$ cat src/rtl/execute_bru_pkg.sv
// Shared types and constants for the BRU redirect path (state encoding, widths, fallthrough offsets).
package execute_bru_pkg;

  localparam int unsigned BID_W = 4;
  localparam int unsigned PC_W  = 32;

  localparam logic [PC_W-1:0] FT_OFS_DS  = 32'd8;
  localparam logic [PC_W-1:0] FT_OFS_NDS = 32'd4;

  typedef enum logic [1:0] {
    IDLE  = 2'd0,
    REQ   = 2'd1,
    DRAIN = 2'd2
  } state_e;

endpackage

$ cat src/rtl/execute_bru_sat_cnt.sv
// 16-bit event counter that sticks at all-ones instead of wrapping.
module execute_bru_sat_cnt (
  input  logic        clk,
  input  logic        rst_n,
  input  logic        i_inc,
  output logic [15:0] o_cnt
);

  logic [15:0] cnt_q;
  logic [15:0] cnt_d;

  always_comb begin
    cnt_d = cnt_q;
    if (i_inc && (cnt_q != 16'hFFFF)) begin
      cnt_d = cnt_q + 16'd1;
    end
  end

  always_ff @(posedge clk or negedge rst_n) begin
    if (!rst_n) begin
      cnt_q <= 16'd0;
    end else begin
      cnt_q <= cnt_d;
    end
  end

  assign o_cnt = cnt_q;

endmodule

$ cat src/rtl/execute_bru_redirect.sv
// Turns a BRT misprediction override into a flush pulse plus a held redirect request to fetch.
// Optional override/drop statistics counters are built when EXECUTE_BRU_REDIRECT_STAT_EN is defined.
module execute_bru_redirect
  import execute_bru_pkg::*;
#(
  parameter int unsigned FLUSH_CYCLES = 2,
  parameter bit          DELAY_SLOT   = 1'b1
) (
  input  logic             clk,
  input  logic             resetn,
  input  logic             i_bco_valid,
  input  logic             i_bco_cooldown,
  input  logic [BID_W-1:0] i_bc_bid,
  input  logic [PC_W-1:0]  i_bc_pc,
  input  logic             i_bc_taken,
  input  logic [PC_W-1:0]  i_bc_target,
  output logic             o_flush,
  output logic             o_redirect_valid,
  input  logic             i_redirect_ready,
  output logic [PC_W-1:0]  o_redirect_pc,
  output logic [BID_W-1:0] o_redirect_bid,
`ifdef EXECUTE_BRU_REDIRECT_STAT_EN
  output logic [15:0]      o_stat_override,
  output logic [15:0]      o_stat_drop,
`endif
  output logic             o_issue_stall
);

  localparam int unsigned CNT_W = (FLUSH_CYCLES > 1) ? $clog2(FLUSH_CYCLES) : 1;
  localparam logic [PC_W-1:0] FT_OFS = DELAY_SLOT ? FT_OFS_DS : FT_OFS_NDS;

  state_e             state_q, state_d;
  logic [CNT_W-1:0]   cnt_q, cnt_d;
  logic [PC_W-1:0]    pc_q, pc_d;
  logic [BID_W-1:0]   bid_q, bid_d;
  logic               flush_q, flush_d;
  logic               valid_q, valid_d;

  // Next-state and registered-output computation
  always_comb begin
    state_d = state_q;
    cnt_d   = cnt_q;
    pc_d    = pc_q;
    bid_d   = bid_q;
    flush_d = 1'b0;
    valid_d = valid_q;
    case (state_q)
      IDLE: begin
        if (i_bco_valid) begin
          pc_d    = i_bc_taken ? i_bc_target : (i_bc_pc + FT_OFS);
          bid_d   = i_bc_bid;
          flush_d = 1'b1;
          valid_d = 1'b1;
          state_d = REQ;
        end
      end
      REQ: begin
        if (valid_q && i_redirect_ready) begin
          valid_d = 1'b0;
          if (FLUSH_CYCLES > 0) begin
            state_d = DRAIN;
            cnt_d   = CNT_W'(FLUSH_CYCLES - 1);
          end else begin
            state_d = IDLE;
          end
        end
      end
      DRAIN: begin
        if (cnt_q == '0) begin
          state_d = IDLE;
        end else begin
          cnt_d = cnt_q - CNT_W'(1);
        end
      end
      default: begin
        state_d = IDLE;
        valid_d = 1'b0;
      end
    endcase
  end

  always_ff @(posedge clk or negedge resetn) begin
    if (!resetn) begin
      state_q <= IDLE;
      cnt_q   <= '0;
      pc_q    <= '0;
      bid_q   <= '0;
      flush_q <= 1'b0;
      valid_q <= 1'b0;
    end else begin
      state_q <= state_d;
      cnt_q   <= cnt_d;
      pc_q    <= pc_d;
      bid_q   <= bid_d;
      flush_q <= flush_d;
      valid_q <= valid_d;
    end
  end

  assign o_flush          = flush_q;
  assign o_redirect_valid = valid_q;
  assign o_redirect_pc    = pc_q;
  assign o_redirect_bid   = bid_q;
  assign o_issue_stall    = (state_q != IDLE) | i_bco_cooldown;

`ifdef EXECUTE_BRU_REDIRECT_STAT_EN
  // Overrides outside IDLE belong to already-flushed younger branches
  logic ovr_acc_c;
  logic ovr_drop_c;
  assign ovr_acc_c  = i_bco_valid & (state_q == IDLE);
  assign ovr_drop_c = i_bco_valid & (state_q != IDLE);

  execute_bru_sat_cnt u_stat_override (
    .clk   (clk),
    .rst_n (resetn),
    .i_inc (ovr_acc_c),
    .o_cnt (o_stat_override)
  );

  execute_bru_sat_cnt u_stat_drop (
    .clk   (clk),
    .rst_n (resetn),
    .i_inc (ovr_drop_c),
    .o_cnt (o_stat_drop)
  );
`endif

endmodule
$ cat config.mk
export PLATFORM = sky130hd
export DESIGN_NAME = execute_bru_redirect
export DESIGN_NICKNAME = d
export VERILOG_FILES = /design/src/rtl/execute_bru_pkg.sv /design/src/rtl/execute_bru_sat_cnt.sv /design/src/rtl/execute_bru_redirect.sv
export SDC_FILE = /design/constraint.sdc
export NUM_CORES = 1
export LEC_CHECK = 0
export ABC_AREA = 1
export BUFFER_PORTS_ARGS = -buffer_cell sky130_fd_sc_hd__buf_2
export CORE_UTILIZATION = 30
export CTS_BUF_LIST = sky130_fd_sc_hd__clkbuf_4 sky130_fd_sc_hd__clkbuf_8 sky130_fd_sc_hd__clkbuf_16
export DETAILED_ROUTE_END_ITERATION = 10
export PLACE_DENSITY_LB_ADDON = 0.1
export SETUP_SLACK_MARGIN = 0.05
export SYNTH_ARGS = -nofsm -noshare
export SYNTH_HDL_FRONTEND = slang
export SYNTH_SLANG_ARGS = --single-unit
$ cat constraint.sdc
create_clock -name clk -period 3.6 [get_ports clk]
set_input_delay 0.36 -clock clk [delete_from_list [all_inputs] [get_ports clk]]
set_output_delay 0.36 -clock clk [all_outputs]
set_load 0.005 [all_outputs]
# After elaboration in Yosys (flattened, before gate mapping)
# Cells that the tools add are included.
# op_classes
mux	13
n_eq_ne	5
n_addsub	2
reduce_logical	8
bitwise	2
# ops
operator	n
32-bit by 4-bit adder with 32-bit output (second input constant)	1
32-bit 2-to-1 mux	1
1-bit 2-to-1 mux	6
2-bit 2-to-1 mux	3
2-bit != test (second input constant)	3
2-bit case mux with 3 select lines	1
3-bit AND reduction	2
2-bit AND reduction	2
2-bit nonzero test	2
1-bit case mux with 3 select lines	1
2-bit by 1-bit equality test with 1-bit output (second input constant)	1
2-bit equality test (second input constant)	1
2-bit zero test	1
1-bit case mux with 2 select lines	1
1-bit logical AND	1
1-bit inverter	1
1-bit OR	1
1-bit subtractor (second input constant)	1
# totals
input_bits	74
ff_bits	41
elab_cells	36

# Longest topological paths before layout
# Gate-level depths: netlist of the first run.
# depth
word_depth	3
ltp_mapped	10
ltp_nobuf	10

# Worst setup path before layout of the first run
# No wires, ideal clock.
# synth_path
path_kind	input port to flip-flop
from	input port i_bc_pc[3]
to	register pc_q[23] (netlist: o_redirect_pc[23])
t_required_ps	3484
setup_time_ps	116
arrival_time_ps	1230
path_slack_ps	2254
stages	10
cell_sequence	ha_1 -> nand2_1 -> nor2_4 -> nand2_4 -> nor2_4 -> nand2_1 -> nand2_1 -> nand3_1 -> nand2_1 -> nand2_1
# synth_between
elab_chain_len	2
# synth_rtl
element	line_no	source
start, declared	execute_bru_redirect.sv:14	input logic [PC_W-1:0] i_bc_pc,
32-bit by 4-bit adder with 32-bit output	execute_bru_redirect.sv:50	pc_d = i_bc_taken ? i_bc_target : (i_bc_pc + FT_OFS);
32-bit 2-to-1 mux	execute_bru_redirect.sv:50	
end signal, assigned	execute_bru_redirect.sv:93	pc_q <= pc_d;
end, declared	execute_bru_redirect.sv:34	logic [PC_W-1:0] pc_q, pc_d;
# No other way between the ends.
# A chain may end at the register's enable or synchronous reset.

# Final worst setup path of the first run
# layout_path
from	register state_q[1]
to	register pc_q[2] (netlist: o_redirect_pc[2])
# layout_between
elab_chain_len	2
# layout_rtl
element	line_no	source
start, declared	execute_bru_redirect.sv:32	state_e state_q, state_d;
start signal, assigned	execute_bru_redirect.sv:91	state_q <= state_d;
2-bit zero test	execute_bru_redirect.sv:47	case (state_q)
2-bit AND reduction (no source line)	--	
# No other way between the ends.

==> metrics list, run 1 <==
- The run finished with clean final reports.
- The worst setup path is launched from a flop.
* Vertical die dimension: a little under 100 um
- In the synthesized netlist, the number of instances is about 410.
- Iteration-0 DRC Markers: 138
- Synthesis produced a netlist with a net count of approximately 480.
- In the layout the commonest cells are nand2_1 (140), buf_2 (112), nor2_1 (69), dfrtp_1 (41), nand3_1 (34).
- Static Leakage: 1.77 nW
- Site Rows: 34
- The worst register-to-register path ends at o_redirect_pc[2].
- Number of sinks handled by clock tree synthesis: just over 40
- Compared with the post-synthesis result, the final layout area differs by 27.7%.
* First-pass GRT wire length: 12.8 mm
- Wire length per cell after detailed routing: roughly 13 um
- The congestion estimate from routability-driven global placement came to roughly 0.80.
- VDD sags by at most 0.178 mV.
- Ranking of synthesized cells by area: dfrtp_1 (38%), nand2_1 (20%), nor2_1 (9.7%), nand3_1 (6.4%), a21oi_1 (5.6%)
* Max-cap violations: 0
- In this run the worst path has a maximum fanout of 31.
- Area of the mapped netlist: roughly 2700 um^2
* Maximum number of pins on one net before global-route repair: 42
- The initial antenna violation count came to 0.
- Global-route total usage across every layer: between 15 and 20%
- Of the total synthesized cell area, the portion taken by XOR and XNOR cells is ~1.3%.
- For the worst setup path, the data required time is around 3.8 ns.
- Number of flip-flops and latches in the synthesized netlist: slightly above 40
* Syn. warnings: 0
- After clock tree synthesis, the clock-pin slew on the worst setup and hold paths is ~0.08 ns.
* Setup clock skew after layout: a little under 0.004 ns
- No sink is reached through more buffers than the 2 on the longest clock path.
* Worst reg2reg path startpoint: state_q[1]
* Power Density: roughly 550 nW/um^2
* Post-synth top flop: dfrtp_1
* Share of the yosys chip area belonging to registers: between 30% and 40%
- Via count: ~2.8k
- Largest family of logic cells by synthesized area: simple AND/OR/NAND/NOR gates
- 0 antenna diodes ended up in the layout.
- Data arrival, critical path: 2.04 ns
* Remaining Overflow, GRT: 0
- Detailed placement finished with a half-perimeter wire length of between 5 and 6 mm.
- The number of hold-slack violations in the final timing report was 0.
* RSZ-0062 raised after global routing: false
- Adder and majority gate portion of the synthesized area: less than 1%
- Traced cell by cell, the critical path runs through nor2_1 -> nand2_2 -> inv_2 -> nor2_1 -> a31oi_1.
- The number of global-route vias before repair came to 2689.
- Drt via density: ~4.5
* Post-Syn Area per Cell: between 6 and 7 um^2
- Top-area cell type share of the netlist area: between 30% and 40%
* Pre-Repair DR Iteration Count: 5
- Post-synthesis share of cell area spent on and, or, nand and nor gates: 43.6%
* TritonCTS clock tree: done
- Hold is met by ~0.21 ns.
- Hold repair after CTS inserted 0 buffers.
- Synth cell types: 25
- Cell type with the highest aggregate area in the netlist: dfrtp_1
* Total wire length: approximately 8 mm
- CP endpoint kind: flop
- Slowest stage cell, crit path: inv_2
* # nets final: 590
- Maximum operating frequency: around 550 MHz
- In this run, synthesis inferred 0 flip-flops with an integrated enable.
- Die footprint: 9280 um^2
* Worst reg2reg setup slack: 1.78 ns
- Post-layout min period: 1.82 ns
* Worst min path class: primary input to async pin
- Counting tap cells, the placed design contains a total of slightly above 600 instances.
* Final total power: between 1.5 and 2 mW
- The detail route stage leaves a number of antenna-violating nets equal to 0.
- The H-tree was split into 2 levels.
- Later-pin clock latency in the skew report: between 0.2 and 0.3 ns
- Counting cells, the worst reg-to-reg path comes to 5.
- Most common cell on crit path: nor2_1
- For this configuration, the core starts out at a cell density of between 30 and 40%.
- The worst pin sits at a relative slew slack of between 30% and 40%.
* Highest cell delay on the worst timing path: ~0.53 ns
- The finished layout holds 624 standard cells, fillers aside.
- Clock tree root buffer cell: clkbuf_8
- The library cell used most frequently in the layout, excluding fill and tap cells, is nand2_1.
- The number of clock buffers added by TritonCTS is 5.
- Residual DRC count: 0
- Floorplan core area: roughly 8700 um^2
* Count of endpoints failing setup in the final report: 0
- The synthesized netlist devotes roughly 10% of its cell area to compound gates.
- In this run the post-CTS setup repair buffer count came out at 0.
- Setup total negative slack on the finished layout was measured at 0 ns.
* Final count of pins violating max slew: 0
- Type of the worst setup path: flop to flop
- For this run, asynchronously set or reset flops after synthesis account for between 90% and 100%.
- Width of the chip: 96.3 um
- Pin placement for this block handled 113 I/O pins.
* Fraction of layout cells with a size suffix above 1: ~30%
* Transition at the pin with the smallest max-transition slack: 0.952 ns
* Count of instances resized after the clock tree is built: 0
- Multiplexer share of the synthesized area: 0%
- In this run the tool buffered the top-level ports with about 110 buffer cells.
- Dividing the final minimum period by the clock period gives approximately half.
per-stage QoR:
stage               utilization [%]  area (um^2)  setup WS [ns]
finish                         39.3         3410           1.78
global route                   39.3         3410           1.50
CTS                            39.3         3410           1.74
detailed placement             38.3         3320           1.77
global placement               38.3         3320           1.83
floorplan                         -         2670           2.25
layout make-up:
| cell class | count | area, um^2 |
|---|---|---|
| inverter | 28 | 105 |
| sequential | 41 | 1030 |
| fill | 970 | 5270 |
| multi-input combinational | 325 | 1480 |
| clock buffer | 6 | 76.3 |
| clock inverter | 2 | 10.0 |
| timing repair buffer | 114 | 576 |
| tap | 108 | 135 |
critical path: cells and delay by family, from the launching register on:
| kind | cells | cell delay, ns |
|---|---|---|
| DFF | 1 | 0.41 |
| and+or+nand+nor | 3 | 0.64 |
| buffers and inverters | 1 | 0.53 |
| AOI/OAI and AO/OA | 1 | 0.16 |
how the worst max path moves through the flow:
stage | cells past startpoint | end | startpoint
floorplan | 10 | o_redirect_pc[23] | i_bc_pc[3]
global placement | 7 | o_redirect_pc[5] | i_bc_taken
detailed placement | 5 | o_redirect_pc[2] | state_q[1]
CTS | 5 | o_redirect_pc[2] | state_q[1]
global route | 5 | o_redirect_pc[6] | state_q[1]
finish | 5 | o_redirect_pc[2] | state_q[1]
registers in the layout, summed over array words and instances, names as in the netlist:
register	cells
o_redirect_pc	32
o_redirect_bid	4
state_q	2
cnt_q	1
o_flush	1
o_redirect_valid	1
logic make-up (layout without fill, tap and decap cells):
family                   Yosys count  in the layout
XOR/XNOR                           4              4
flip-flops                        41             41
buffers and inverters             41            150
adder cells (fa/ha/maj)            1              1
AO/OA/AOI/OAI                     49             49
AND/OR/NAND/NOR                  271            271
Yosys cell counts (4+ instances only):
cell type,n
nor2_2,12
buf_2,6
o21ai_0,8
a31oi_1,4
nor2_1,69
nand2_2,5
nand3_1,34
o21bai_1,7
a21oi_1,30
dfrtp_1,41
inv_1,24
nand2_1,141
clkbuf_1,5
nor2_4,5
layer usage:
layer	global-route usage, %	wire (um)	vias to the layer above
li1	-	-	1500
met1	24.3	3800	1242
met2	29.0	3470	78
met3	4.03	468	8
met4	4.29	102	0
met5	0	0	-
where the power goes:
part | switching [mW] | internal (mW)
sequential | 0.115 | 0.686
clock | 0.168 | 0.142
combinational | 0.425 | 0.338
total | 0.708 | 1.17
(Power assumes the default switching activity.)
==> run 2: changes to the inputs <==
==> constraint.sdc (replaced) <==
create_clock -name clk -period 1.5 [get_ports clk]
set_input_delay 0.15 -clock clk [delete_from_list [all_inputs] [get_ports clk]]
set_output_delay 0.15 -clock clk [all_outputs]
set_load 0.005 [all_outputs]
==> metrics list, run 2 (same netlist as run 1, synthesis figures left out) <==
- Outcome: complete, no violations
- The clock sink total came to 41 (unchanged).
- Setup repair after global routing left no endpoint under its margin.
- Effective utilization at floorplan: 30.8% (unchanged)
- # H-tree levels: 2 (unchanged)
* Most common cell after layout, fill and taps aside: nand2_1
* Clock edge transition at the registers on the reported setup and hold paths: 0.08 ns (about the same)
- The worst-margin pin slew is 0.421 ns (-0.531 ns).
- Sequential cell area: 1030 um^2 (unchanged)
- The worst path needs 1.39 ns of the cycle, external delays included.
- The data arrival time at the worst-slack endpoint is 1.24 ns (-0.80 ns).
* Residual DRC count: 0 (unchanged)
* Category of the worst setup path launch point: flop
- Iteration-0 DRC Markers: 97 (-30%)
* Final count of pins violating max slew: 0 (unchanged)
- Power Density: 1400 nW/um^2 (+160%)
- The total grt overflow is 0 (unchanged).
* Floorplan core area: 8680 um^2 (unchanged)
- Drt via density: 4.58 (+1.2%)
* Total instance count after detailed placement: 623 (+1.1%)
* Worst-path fanout max: 2 (-94%)
- Fill cells: 967 (-0.31%)
* Fraction of layout cells with a size suffix above 1: 30.7% (+1.5 points)
- Tightest slew margin relative to the limit: 71.9% (+35 points)
- The setup skew after layout is 0.00646 ns (+0.00258 ns).
- Clock tree buffer depth: 2 (unchanged)
- # diodes: 0 (unchanged)
* Later-pin clock latency in the skew report: 0.30 ns (about the same)
* Global-route total usage across every layer: 18.8% (+0.86 points)
* Maximum number of pins on one net before global-route repair: 45 (+7.1%)
- Cts bufs inserted: 5 (unchanged)
* Vertical die dimension: 96.3 um (unchanged)
- The I/O pin count was 113 (unchanged).
- Final sum of negative setup slack: 0 ns (unchanged)
* Number of buffer cells added on primary ports: 112 (unchanged)
* Wire length per cell after detailed routing: 13.0 um (+3.9%)
- Worst min path class: primary input to flop
* TritonCTS clock tree: done
* Clock tree root buffer cell: clkbuf_8
- Remaining antenna violation count after routing: 0 (unchanged)
- The die span in x was 96.3 um (unchanged).
- Highest-count cells in the layout ignoring fill and taps: nand2_1 (140), buf_2 (111), nor2_1 (68), dfrtp_1 (41), nand3_1 (34)
- Detailed-placement wirelength estimate: 6.52 mm (+9.0%)
- Antenna violations before repair: 0 (unchanged)
* Count of endpoints failing setup in the final report: 0 (unchanged)
- Pre-Repair DR Iteration Count: 4 (-1)
- Via count of the first global-routing pass: 2820 (+4.9%)
- Hold Vio Cnt, Final: 0 (unchanged)
- Last weighted congestion value of the routability-driven placer: 0.817 (+1.9%)
- Syn-to-layout area delta: 34.5%
- # nets final: 601 (+1.9%)
- The number of core rows came to 34 (unchanged).
- First-pass GRT wire length: 13.3 mm (+4.5%)
- Static Leakage: 1.86 nW (+5.2%)
- Data required, critical path: 1.35 ns (-2.47 ns)
- The post-route non-filler standard cell count is 635 (+1.8%).
- The max capacitance violation total was 0 (unchanged).
- Die footprint: 9280 um^2 (unchanged)
* Final period util: 92.7%
* Max FFs per register: 32 (unchanged)
- The setup path with the least slack is of type flop to output pin.
- STA classifies the critical path endpoint as an output pin.
- The via total after detailed routing came to 2911 (+2.9%).
- The peak supply drop is 0.475 mV (+170%).
- Maximum operating frequency: just over 700 MHz
- The area taken by multi-input logic gates is 1490 um^2 (+0.34%).
* Total wire length: 8.29 mm (+5.7%)
==> run 2: cell types whose count changed in the layout (fill, tap and decap cells not counted), sizes merged <==
| cell | previous run | this run |
|---|---|---|
| bufinv | 0 | 2 |
| dlygate4sd3 | 0 | 1 |
| buf | 114 | 124 |
| clkbuf | 6 | 5 |
| clkinv | 3 | 2 |
==> run 2: path summary, 6_finish.rpt <==
kind | startpoint | endpoint | slack [ns] | cells past startpoint
worst max-delay path | state_q[1] | o_issue_stall | 0.11 | 4
worst min-delay path | i_bc_bid[3] | o_redirect_bid[3] | 0.06 | 3
worst max register to register | state_q[1] | o_redirect_pc[25] | 0.18 | 6
worst min register to register | o_redirect_pc[31] | o_redirect_pc[31] | 0.48 | 2
max in group asynchronous | resetn | state_q[0] | 0.70 | 3
min in group asynchronous | resetn | o_redirect_pc[16] | 0.32 | 2
==> run 2: power by group <==
part,switching (mW),total (mW),leakage (nW),internal (mW)
Combinational,1.09,2.05,1.31,0.962
Sequential,0.273,1.92,0.483,1.65
Clock,0.415,1.08,0.0681,0.662
Total,1.77,5.04,1.86,3.27
==> run 2: worst max-delay path, stage by stage (launching register included) <==
cell     delay (ns)
dfrtp_1        0.41
nor2_2         0.14
inv_1          0.06
or2_4          0.22
buf_6          0.11
==> run 2: layer usage <==
layer	track usage, %	routed length [um]
met5	0	0
met4	5.15	119
met3	3.79	513
met2	32.9	3790
met1	23.4	3860
==> run 2: repair_timing <==
action	4_1_cts	5_1_grt
setup endpoints to repair	1	1
endpoints found under the hold margin	15	0
setup buffers	2	1
gates resized for setup	1	2
gates cloned	0	0
pin swaps	1	1
hold buffers	1	0
==> run 2: through the flow <==
stage                     area [um^2]  setup WS (ns)  power (mW)  utilization [%]  hold WS [ns]
final                            3590          0.109        5.04             41.4        0.0564
after global placement           3410         0.0831        3.92             39.3         0.109
after detailed placement         3410         0.0803        3.95             39.3         0.112
after CTS                        3570         0.0599        5.09             41.2        0.0454
after floorplan                  2670          0.321        2.95                -        -0.146
after global routing             3590         0.0482        5.54             41.4        0.0664
==> run 2: area by class of cell <==
type                    instances  area share, %
clock buffers                   5           1.92
clock inverters                 3           1.81
inverters                      28           2.93
multi-input cells             325           41.4
flip-flops and latches         41           28.6
well taps                     108           3.76
repair buffers                125           19.6
==> run 3: changes to the inputs <==
--- a/config.mk
+++ b/config.mk
@@ -5,7 +5,6 @@
 export SDC_FILE = /design/constraint.sdc
 export NUM_CORES = 1
 export LEC_CHECK = 0
-export ABC_AREA = 1
 export BUFFER_PORTS_ARGS = -buffer_cell sky130_fd_sc_hd__buf_2
 export CORE_UTILIZATION = 30
 export CTS_BUF_LIST = sky130_fd_sc_hd__clkbuf_4 sky130_fd_sc_hd__clkbuf_8 sky130_fd_sc_hd__clkbuf_16
==> metrics list, run 3 <==
- Max-cap violations: 0 (unchanged)
- The fraction of registers with async set or reset after synthesis was 100% (unchanged).
* Worst setup slack after placement: -0.0207 ns (-0.101 ns)
- The number of flip-flops under the largest register name was 32 (unchanged).
- Wire length per cell after detailed routing: 14.1 um (+7.9%)
- The number of core rows came to 31 (-8.8%).
- The fraction of layout cells with a size suffix above 1 came to 40.9% (+10 points).
- Post-synth EDFFs: 0 (unchanged)
- Final count of pins violating max slew: 0 (unchanged)
- Syn-to-layout area delta: 43.5%
- Drt via density: 4.77 (+4.1%)
- The post-placement cell area came to 3140 um^2 (-8.0%).
- The post-layout net count is 475 (-21%).
- Data arrival, critical path: 1.26 ns (+0.02 ns)
- The clock transition at the registers of the reported paths is 0.08 ns (about the same).
* First-pass GRT wire length: 11.2 mm (-16%)
- Most common cell after layout, fill and taps aside: buf_2
* RSZ-0062 raised after global routing: true
- Total wire length: 7.04 mm (-15%)
- The worst hold path begins at i_bc_bid[1].
- Number of sinks handled by clock tree synthesis: 41 (unchanged)
- Worst Path Buf+Inv: 2 (unchanged)
- TritonCTS built the clock tree.
- Remaining antenna violation count after routing: 0 (unchanged)
- The setup path with the least slack is of type flop to output pin.
* Final sum of negative setup slack: 0 ns (unchanged)
* Switching power: 1.70 mW (-4.2%)
* Area of the mapped netlist: 2360 um^2 (-12%)
* Final hold slack: 0.0381 ns (-0.0183 ns)
- Clock tree synthesis selected as its root buffer the cell clkbuf_8.
* Global-route total usage across every layer: 17.0% (-1.8 points)
- The total grt overflow was 0 (unchanged).
* Number of buffer cells added on primary ports: 112 (unchanged)
* Final total power: 5.06 mW (+0.35%)
* Ranking of synthesized cells by area: dfrtp_1 (43%), a21oi_1 (5.7%), nor2_1 (4.9%), xnor2_1 (4.8%), nand2_1 (4.6%)
- Post-Syn Area per Cell: 8.81 um^2 (+34%)
* Final period util: 93.8% (+1.1 points)
- Static Leakage: 1.61 nW (-14%)
- Internal power of the cells: 3.36 mW (+2.8%)
- Slowest stage cell, crit path: dfrtp_1
- Outcome: complete, no violations
- Cts bufs inserted: 5 (unchanged)
- The setup-violating endpoint count in the final report is 0 (unchanged).
* Setup clock skew after layout: 0.00310 ns (-0.00336 ns)
* Cell-by-cell listing of the critical path: buf_6 -> or3_1 -> buf_2
- Count of cells along the worst hold path: 3 (unchanged)
* Pre-Repair DR Iteration Count: 4 (unchanged)
- Most instantiated library cell after synthesis: dfrtp_1
- Data required, critical path: 1.35 ns (about the same)
* Worst-path fanout max: 3 (+1)
* Via count: 2386 (-18%)
- CP delay by family, top: flip-flops
- The die span in x came to 90.7 um (-5.8%).
* Effective utilization at floorplan: 31.9% (+1.1 points)
- Worst reg2reg path startpoint: state_q[1]
- The shortest clock period the worst path allows after layout came to 1.41 ns (+0.0159 ns).
- The worst register-to-register path ends at o_redirect_pc[31].
- Worst path depth: 3 (-1)
- R2R depth: 6 (unchanged)
- The proportion of netlist area held by the largest area contributor came to 43.5% (+5.0 points).
* Ports placed on the boundary: 113 (unchanged)
* Number of flip-flops and latches in the synthesized netlist: 41 (unchanged)
- # H-tree levels: 2 (unchanged)
- The post-synthesis cell type count was 37 (+48%).
- STA classifies the critical path startpoint as a flop.
- Tightest slew margin relative to the limit: 63.2% (-8.8 points)
* Final standard cell utilization of the core: 45.7% (+4.4 points)
- The HPWL reported at the end of detailed placement is 5.19 mm (-20%).
- The peak supply drop is 0.581 mV (+22%).
- Transition at the pin with the smallest max-transition slack: 0.552 ns (+0.131 ns)
- The warning count from the yosys run was 0 (unchanged).
* Logic gate share of total power: 41.3% (+0.7 points)
- Leaving out fill and tap cells, the most frequent cells in the layout are buf_2 (113), dfrtp_1 (41), nor2_1 (31), nand2_1 (27), a21oi_1 (26).
- The maximum number of pins on one net before global-route repair was 42 (-6.7%).
* Highest cell delay on the worst timing path: 0.39 ns (-0.02 ns)
- Final critical-path setup slack: 0.0930 ns (-0.0159 ns)
- List of most frequent post-synthesis cells: dfrtp_1 (41), nor2_1 (31), nand2_1 (29)
- Clock tree buffer depth: 2 (unchanged)
* Vertical die dimension: 90.7 um (-5.8%)
- The total power divided by cell area was 1490 nW/um^2 (+6.4%).
* Later-pin clock latency in the skew report: 0.29 ns (about the same)
- Switching Fraction: 33.6% (-1.6 points)
* Residual DRC count: 0 (unchanged)
* Share of the yosys chip area belonging to registers: 43.5% (+5.0 points)
- Number of nets in the synthesized netlist: 343 (-29%)
- The number of standard cells after synthesis came to 268 (-34%).
* Worst reg2reg setup slack: 0.10 ns (-0.08 ns)
* Floorplan core area: 7410 um^2 (-15%)
- Clk network pwr share: 21.2% (-0.2 points)
- The post-layout instance area came to 3390 um^2 (-5.6%).
- The post-route non-filler standard cell count is 500 (-21%).
- Last weighted congestion value of the routability-driven placer: 0.730 (-11%)
- Maximum operating frequency: 711 MHz (-1.1%)
- The initial antenna violation count came to 0 (unchanged).
* Hold Vio Cnt, Final: 0 (unchanged)
* Portion of total power attributed to sequential cells: 37.5% (-0.5 points)
- STA classifies the critical path endpoint as an output pin.
- The antenna cell count is 0 (unchanged).
* Cell type with the highest aggregate area in the netlist: dfrtp_1
* Total instance count after detailed placement: 483 (-22%)
- Iteration-0 DRC Markers: 79 (-19%)
* Die footprint: 8220 um^2 (-11%)
- End point of the worst hold path: o_redirect_bid[1]
- Worst min path class: primary input to flop
- Post-synth top flop: dfrtp_1
* Via count of the first global-routing pass: 2257 (-20%)
==> run 3: cells by family after synthesis <==
kind of cell    share of synthesized area [%]
compound gates                           16.1
xor+xnor                                 9.28
fa+ha+maj                               0.530
buf+inv                                  3.66
flops                                    43.5
mux                                      1.70
simple gates                             25.3
==> run 3: tightest hold or removal path, cell delays in order <==
cell and delay, ns:
buf_2 0.07, nand2_1 0.04, nand2_1 0.04
==> run 3: power by group through the flow <==
stage	logic [mW]	registers, mW	clock network [mW]
6_report	2.09	1.90	1.07
5_1_grt	2.32	1.96	1.15
4_1_cts	1.98	1.90	1.11
3_5_place_dp	1.95	1.92	0
3_3_place_gp	1.93	1.91	0
2_1_floorplan	0.918	1.96	0
==> run 3: how the worst max path moves through the flow <==
| stage | startpoint | to | slack (ns) |
|---|---|---|---|
| after floorplan | state_q[0] | o_redirect_pc[30] | 0.06 |
| after global placement | i_bc_pc[3] | o_redirect_pc[31] | 0.007 |
| after detailed placement | i_bc_pc[3] | o_redirect_pc[31] | -0.02 |
| after CTS | state_q[0] | o_issue_stall | 0.05 |
| after global routing | state_q[1] | o_redirect_pc[19] | 0.03 |
| final | state_q[0] | o_issue_stall | 0.09 |
==> run 3: metal layers <==
metal  up-vias  track usage [%]  wire, um
li1       1207                -         -
met2        68             27.5      3340
met5         -                0         0
met3         5             4.12       405
met4         0             4.44        60
met1      1106             22.6      3230
==> run 3: layout make-up <==
class / instances / area, um^2
inverter: 5 / 23.8
clock inverter: 3 / 65.1
clock buffer: 5 / 68.8
timing repair buffer: 141 / 823
fill: 776 / 4020
multi-input combinational: 206 / 1260
tap: 99 / 124
sequential: 41 / 1030
==> run 3: repair_timing <==
item / CTS / global route
endpoints found under the setup margin: 1 / 17
buffers inserted: 2 / 4
hold endpoints to repair: 41 / 0
cloned: 0 / 2
hold buffers: 1 / 0
resized for setup: 2 / 7
pin swaps: 0 / 2
